`src/rtl/aes_tv_pkg.sv`:
```
// -----------------------------------------------------------------------------
// aes_tv_pkg
//   Shared constants and types for the AES test-vector source.
//   Contents:
//     TV_ENTRY0..3  known-answer table entries (128-bit, truncated by the user
//                   to the instance's DATA_W)
//     MODE_*        burst mode encodings carried on the 'mode' input
//     tv_state_e    FSM state type (IDLE, RUN)
//     TV_LFSR_TAPS  default Galois feedback mask, x^128 + x^7 + x^2 + x + 1
//     tv_entry()    table lookup by integer index; indices past 3 return 0
// -----------------------------------------------------------------------------
package aes_tv_pkg;

    localparam logic [127:0] TV_ENTRY0 = 128'h58cf0bfc4d7c72d958cf0bfc4d7c72d9;
    localparam logic [127:0] TV_ENTRY1 = 128'hafffffffffffffffffffffffffffffff;
    localparam logic [127:0] TV_ENTRY2 = 128'h2b7e151628aed2a6abf7158809cf4f3c;
    localparam logic [127:0] TV_ENTRY3 = 128'h3243f6a8885a308d313198a2e0370734;

    localparam logic [1:0] MODE_FIXED = 2'd0;
    localparam logic [1:0] MODE_SEQ   = 2'd1;
    localparam logic [1:0] MODE_LFSR  = 2'd2;

    localparam logic [127:0] TV_LFSR_TAPS = 128'h87;

    typedef enum logic {
        IDLE = 1'b0,
        RUN  = 1'b1
    } tv_state_e;

    // Table lookup. Tables deeper than four entries are zero-filled.
    function automatic logic [127:0] tv_entry(input int unsigned i);
        case (i)
            0:       return TV_ENTRY0;
            1:       return TV_ENTRY1;
            2:       return TV_ENTRY2;
            3:       return TV_ENTRY3;
            default: return '0;
        endcase
    endfunction

endpackage

```
`src/rtl/aes_tv_lfsr.sv`:
```
// -----------------------------------------------------------------------------
// aes_tv_lfsr
//   DATA_W-bit Galois LFSR (left shift, feedback from the MSB) used as the
//   pseudo-random vector generator of aes_vector_source.
//   Parameters:
//     DATA_W  register width
//     TAPS    feedback mask XORed in when the bit shifted out is 1
//     SEED    value loaded on reset and on every 'load'; 0 becomes 1
//   Ports:
//     clk         in   system clock
//     rst_n       in   asynchronous active-low reset
//     load        in   reload the seed (has priority over advance)
//     advance     in   step the register once
//     next_value  out  value the register takes on the next advance
//     seed_value  out  effective seed (what 'load' writes)
// -----------------------------------------------------------------------------
module aes_tv_lfsr #(
    parameter int                DATA_W = 128,
    parameter logic [DATA_W-1:0] TAPS   = DATA_W'(128'h87),
    parameter logic [DATA_W-1:0] SEED   = DATA_W'(1)
) (
    input  logic              clk,
    input  logic              rst_n,
    input  logic              load,
    input  logic              advance,
    output logic [DATA_W-1:0] next_value,
    output logic [DATA_W-1:0] seed_value
);

    // An all-zero Galois LFSR never leaves zero, so a zero seed is replaced
    // by 1 to keep the sequence alive.
    localparam logic [DATA_W-1:0] SEED_EFF = (SEED == '0) ? DATA_W'(1) : SEED;

    logic [DATA_W-1:0] value;

    assign seed_value = SEED_EFF;
    assign next_value = {value[DATA_W-2:0], 1'b0} ^ (value[DATA_W-1] ? TAPS : '0);

    always_ff @(posedge clk or negedge rst_n) begin
        if (!rst_n) begin
            value <= SEED_EFF;
        end else if (load) begin
            value <= SEED_EFF;
        end else if (advance) begin
            value <= next_value;
        end
    end

endmodule

```
`src/rtl/aes_vector_source.sv`:
```
// -----------------------------------------------------------------------------
// aes_vector_source
//   Programmable burst source of DATA_W-bit test vectors for the AES-128 core.
//   A burst of 'count' beats is launched from IDLE with 'start'; each beat is
//   a fixed table entry, a sequential walk through the table, or the next
//   value of an internal Galois LFSR.
//
//   Stream handshake: a beat transfers on a rising clock edge where
//   out_valid && out_ready. While out_valid is high and out_ready is low,
//   out_data and out_valid hold. out_valid never drops without a transfer
//   except on abort or reset.
//
//   Ports:
//     clk         in   system clock
//     rst_n       in   asynchronous active-low reset
//     start       in   one-cycle burst request, honoured in IDLE only
//     mode        in   0 fixed, 1 sequential, 2 lfsr, 3 behaves as fixed
//     idx         in   fixed entry (mode 0) or first entry (mode 1)
//     count       in   beats in the burst; 0 means the start is ignored
//     abort       in   cancel the running burst (no done pulse)
//     out_data    out  current vector
//     out_valid   out  out_data is valid
//     out_ready   in   downstream accepts out_data
//     busy        out  high while a burst is running
//     done        out  one-cycle pulse after the final beat transfers
//     beats_sent  out  beats transferred in the current/last burst (saturates)
// -----------------------------------------------------------------------------
module aes_vector_source
    import aes_tv_pkg::*;
#(
    parameter int                DATA_W    = 128,
    parameter int                DEPTH     = 4,
    parameter int                CNT_W     = 16,
    parameter logic [DATA_W-1:0] LFSR_TAPS = DATA_W'(TV_LFSR_TAPS),
    parameter logic [DATA_W-1:0] LFSR_SEED = DATA_W'(1)
) (
    input  logic                     clk,
    input  logic                     rst_n,
    input  logic                     start,
    input  logic [1:0]               mode,
    input  logic [$clog2(DEPTH)-1:0] idx,
    input  logic [CNT_W-1:0]         count,
    input  logic                     abort,
    output logic [DATA_W-1:0]        out_data,
    output logic                     out_valid,
    input  logic                     out_ready,
    output logic                     busy,
    output logic                     done,
    output logic [CNT_W-1:0]         beats_sent
);

    localparam int IDX_W = $clog2(DEPTH);

    // -------------------------------------------------------------------------
    // Constant vector table, truncated to DATA_W
    // -------------------------------------------------------------------------
    logic [DATA_W-1:0] tv_table [DEPTH];

    for (genvar g = 0; g < DEPTH; g++) begin : g_table
        assign tv_table[g] = DATA_W'(tv_entry(g));
    end

    // -------------------------------------------------------------------------
    // Burst state
    // -------------------------------------------------------------------------
    tv_state_e         state;
    logic [1:0]        mode_q;     // latched, already folded to a legal mode
    logic [IDX_W-1:0]  fixed_idx;  // entry used by MODE_FIXED
    logic [IDX_W-1:0]  ptr;        // entry currently on out_data in MODE_SEQ
    logic [CNT_W-1:0]  remaining;  // beats still to transfer, including current

    // -------------------------------------------------------------------------
    // LFSR
    // -------------------------------------------------------------------------
    logic              lfsr_load;
    logic              lfsr_advance;
    logic [DATA_W-1:0] lfsr_next;
    logic [DATA_W-1:0] lfsr_seed;

    aes_tv_lfsr #(
        .DATA_W (DATA_W),
        .TAPS   (LFSR_TAPS),
        .SEED   (LFSR_SEED)
    ) u_lfsr (
        .clk        (clk),
        .rst_n      (rst_n),
        .load       (lfsr_load),
        .advance    (lfsr_advance),
        .next_value (lfsr_next),
        .seed_value (lfsr_seed)
    );

    // -------------------------------------------------------------------------
    // Next-cycle decisions
    // -------------------------------------------------------------------------
    logic              beat;
    logic              last_beat;
    logic              start_ok;
    logic [1:0]        mode_in;
    logic [IDX_W-1:0]  ptr_next;
    logic [DATA_W-1:0] first_vec;
    logic [DATA_W-1:0] next_vec;

    always_comb begin
        // out_valid is only ever high in RUN, so this is the RUN-state transfer.
        beat      = out_valid && out_ready;
        last_beat = beat && (remaining == CNT_W'(1));
        start_ok  = (state == IDLE) && start && (count != '0);

        // The reserved encoding behaves like MODE_FIXED.
        mode_in = ((mode == MODE_SEQ) || (mode == MODE_LFSR)) ? mode : MODE_FIXED;

        // DEPTH is a power of two, so the natural wrap of IDX_W bits gives
        // DEPTH-1 -> 0.
        ptr_next = ptr + 1'b1;

        // Vector presented on the first beat, chosen from the live inputs.
        first_vec = (mode_in == MODE_LFSR) ? lfsr_seed : tv_table[idx];

        // Vector presented after a transfer, chosen from the latched burst.
        case (mode_q)
            MODE_SEQ:  next_vec = tv_table[ptr_next];
            MODE_LFSR: next_vec = lfsr_next;
            default:   next_vec = tv_table[fixed_idx];
        endcase

        lfsr_load    = start_ok;
        lfsr_advance = beat && (mode_q == MODE_LFSR);
    end

    // -------------------------------------------------------------------------
    // Burst FSM with registered outputs
    // -------------------------------------------------------------------------
    always_ff @(posedge clk or negedge rst_n) begin
        if (!rst_n) begin
            state      <= IDLE;
            mode_q     <= MODE_FIXED;
            fixed_idx  <= '0;
            ptr        <= '0;
            remaining  <= '0;
            out_data   <= '0;
            out_valid  <= 1'b0;
            busy       <= 1'b0;
            done       <= 1'b0;
            beats_sent <= '0;
        end else begin
            done <= 1'b0;

            case (state)
                IDLE: begin
                    // abort, and start with count == 0, fall through here
                    // without effect.
                    if (start_ok) begin
                        state      <= RUN;
                        mode_q     <= mode_in;
                        fixed_idx  <= idx;
                        ptr        <= idx;
                        remaining  <= count;
                        beats_sent <= '0;
                        out_data   <= first_vec;
                        out_valid  <= 1'b1;
                        busy       <= 1'b1;
                    end
                end

                RUN: begin
                    // start/mode/idx/count are deliberately not looked at here.
                    if (beat) begin
                        remaining <= remaining - 1'b1;
                        ptr       <= ptr_next;
                        if (beats_sent != '1) begin
                            beats_sent <= beats_sent + 1'b1;
                        end
                        if (!last_beat) begin
                            out_data <= next_vec;
                        end
                    end

                    // abort wins over completion: a beat transferred in the
                    // abort cycle is still counted above, but done stays low.
                    if (abort) begin
                        state     <= IDLE;
                        out_valid <= 1'b0;
                        busy      <= 1'b0;
                    end else if (last_beat) begin
                        state     <= IDLE;
                        out_valid <= 1'b0;
                        busy      <= 1'b0;
                        done      <= 1'b1;
                    end
                end

                default: begin
                    state     <= IDLE;
                    out_valid <= 1'b0;
                    busy      <= 1'b0;
                end
            endcase
        end
    end

endmodule
```
`config.mk`:
```
export PLATFORM = sky130hd
export DESIGN_NAME = aes_vector_source
export DESIGN_NICKNAME = d
export VERILOG_FILES = /design/src/rtl/aes_tv_pkg.sv /design/src/rtl/aes_tv_lfsr.sv /design/src/rtl/aes_vector_source.sv
export SDC_FILE = /design/constraint.sdc
export NUM_CORES = 1
export LEC_CHECK = 0
export CAP_MARGIN = 5
export CORE_MARGIN = 2
export CORE_UTILIZATION = 50
export DETAILED_ROUTE_END_ITERATION = 6
export GPL_ROUTABILITY_DRIVEN = 0
export PLACE_DENSITY_LB_ADDON = 0.08
export SLEW_MARGIN = 20
export SYNTH_ARGS = -nofsm -noshare
export SYNTH_HDL_FRONTEND = slang
export SYNTH_SLANG_ARGS = --single-unit
```
`constraint.sdc`:
```
create_clock -name clk -period 3.15 [get_ports clk]
set_input_delay 0.63 -clock clk [delete_from_list [all_inputs] [get_ports clk]]
set_output_delay 0.63 -clock clk [all_outputs]
set_load 0.03 [all_outputs]
```
==> reports/metrics.cfg <==
[synth]
syn_area_per_cell_um2=9.95
synthAdderAreaFrac=0.0172
synthMuxAreaShare=0.130
synth_area_leaders=dfrtp_1 51%, mux2_4 11%, a21oi_1 8.9%
synth-seq-cells=297
ys_warn_count=0
syn-num-nets=1511
synth_top_cell_area_share=0.508
synthSimpleGateAreaFrac=0.118
ys_seq_area_frac=0.510
synth_compound_area_frac=0.165
syn_area_mm2=0.0146
synthCells=1466
synth_ff_type=dfrtp_1
synth_top_family_by_area=compound AO/OA/AOI/OAI gates
synth_edf_count=0
yosys.area.top_type=dfrtp_1
ys_async_sr_fraction=1.00
yosysUniqueCellTypes=58
synth_xor_area_frac=0.00840

[floorplanning]
rows=62
die_h_um=175
start_util=0.508
core_area_mm2=0.0287
ioPinCount=172
die_w_um=175
die_area_mm2=0.0306

[cts]
cts.htree.levels=2
cts_resized=0
cts_buffers=34
cts_root_buf=clkbuf_16
holdBufCountCts=0
post_cts_buffers=0
insertion_delay_ns=0.51
clock-sinks=297
clk_pin_slew_worst_paths_ns=0.06
cts_tree=done
cts_buffer_depth=3

[global_routing]
grt_max_degree=132
grt_pass1_vias=11157
grt_use_met3=0.0461
busiest_layer=met2
gr-total-overflow=0
track_usage=0.262
grt_first_pass_wirelength_um=63600
groute.layer.met2.usage=0.390
antenna_found_initial=0
grt_util_met1=0.389

[timing]
finalSetupTns_ns=0
max_freq_mhz=376
setup_viol=0
worst_slew_pin_slew_ns=0.794
finClkSkew_ns=0.0206
rsz0062_at_grt=no
maxSlewHeadroom=0.469
setup_ws_ns=0.492
finalHoldViolCount=0
holdWs_ns=0.137
period_minus_slack_ns=2.66
period_share=0.844
slew_viol_final=0

[hold_path]
hold_class=in2async

[power]
ir_drop_v=0.000509
p_leak_nw=7.81
p_per_area_mw_per_mm2=901
total_power_mw=16.1

[critical_path]
critPathRequiredTime_ns=3.55
cp_max_fo=64
cp_data_arrival_time_ns=3.05
worstReg2RegEnd=out_data[96]
timing.rr.start=remaining[1]
critical_path_class=reg2reg
setup.worst_path.end_class=flop
r2r_slack_ns=0.49
worst-r2r-cell-count=8
start_kind=flop

[place]
hpwl_um=25500
portBuffers=171
dp_slack_ns=0.0401

[routing]
avgRoutedWirePerCell_um=19.7
drtIter0Drc=809
route.detailed.drc=0
wl_um=39700
vias=11544
viasPerCell=5.73
antenna_left=0
drt-pass1-iter-count=5

[flow_run]
drv_cap=0

[final_layout]
diodes=0
drive_gt1_frac=0.141
mostFrequentLayoutCell=nand2_1
fin_nets=1657
layout_common_cells=315 x nand2_1, 296 x dfrtp_1, 258 x a21oi_1, 170 x clkdlybuf4s50_1, 139 x o21ai_0
final_core_util=0.622
area_growth_syn_to_layout_pct=22.4

[run_status]
outcome=finished, final reports clean

-- state kept, by name, summed over array words and instances, names as in the netlist --
register / flops
fixed_idx: 2
out_data: 128
beats_sent: 16
busy: 1
remaining: 16
done: 1
u_lfsr.value: 128
mode_q: 2
state: 1
ptr: 2
-- area by class of cell --
cell class / count / area [um^2]
clock inverters: 7 / 92.6
multi-input cells: 1028 / 6450
clock buffers: 49 / 1010
flip-flops and latches: 297 / 7430
well taps: 384 / 480
fillers: 2419 / 10800
inverters: 29 / 109
repair buffers: 222 / 2290
-- metal layers --
layer | vias up | wire length (um)
li1 | 5362 | -
met1 | 5660 | 17600
met2 | 447 | 17900
met3 | 75 | 2870
met4 | 0 | 1210
met5 | - | 0
-- worst max-delay path, cell delays in order (launching register included) --
cell	delay (ns)
dfrtp_1	0.38
inv_1	0.12
ha_1	0.15
nor4b_1	0.43
nand2_1	0.18
nor4_4	0.41
o21ai_4	0.13
buf_12	0.21
mux2_4	0.39
-- cells in the mapped netlist (4+ instances only) --
cell	n
nand4_1	6
and3_1	5
nand2b_1	4
inv_1	28
a211oi_1	4
xor2_1	11
o21ai_0	142
or3_1	6
a21oi_1	258
mux2_4	109
mux2_1	8
buf_1	4
mux2i_1	17
nor2b_1	5
o21ai_1	11
o22ai_1	6
nand3_1	14
nor3_1	5
nand2_1	316
ha_1	20
nor2_1	27
dfrtp_1	296
buf_12	11
clkbuf_1	78
o211ai_1	9
o221a_2	5
buf_2	15
-- metrics by stage --
step	area, um^2	cells
2_1_floorplan	14600	1466
3_3_place_gp	16800	1960
3_5_place_dp	16800	1960
4_1_cts	17900	2016
5_1_grt	17900	2016
6_report	17900	2016
-- worst max path at each step --
stage               cells after the start  slack, ns       endpoint         start
global placement                        7       0.08   remaining[3]      count[4]
global route                            8       0.44   out_data[64]  remaining[1]
finish                                  8       0.49   out_data[96]  remaining[1]
floorplan                               6       0.71  out_data[100]      count[7]
detailed placement                      7       0.04   remaining[7]      count[7]
CTS                                     7       0.55   remaining[3]      count[7]
-- logic make-up after synthesis --
family,count (synthesis)
DFF,297
muxes,134
adders and majority gates,20
xor gates and xnor gates,14
and+or+nand+nor,409
buffers and inverters,141
AOI/OAI and AO/OA,451
-- where the power goes --
| part | switching [mW] | internal [mW] | total (mW) |
|---|---|---|---|
| Sequential | 0.703 | 4.73 | 5.43 |
| Combinational | 3.74 | 3.00 | 6.74 |
| Clock | 1.55 | 2.38 | 3.93 |
Note: power is estimated with default switching activity, not from simulation.
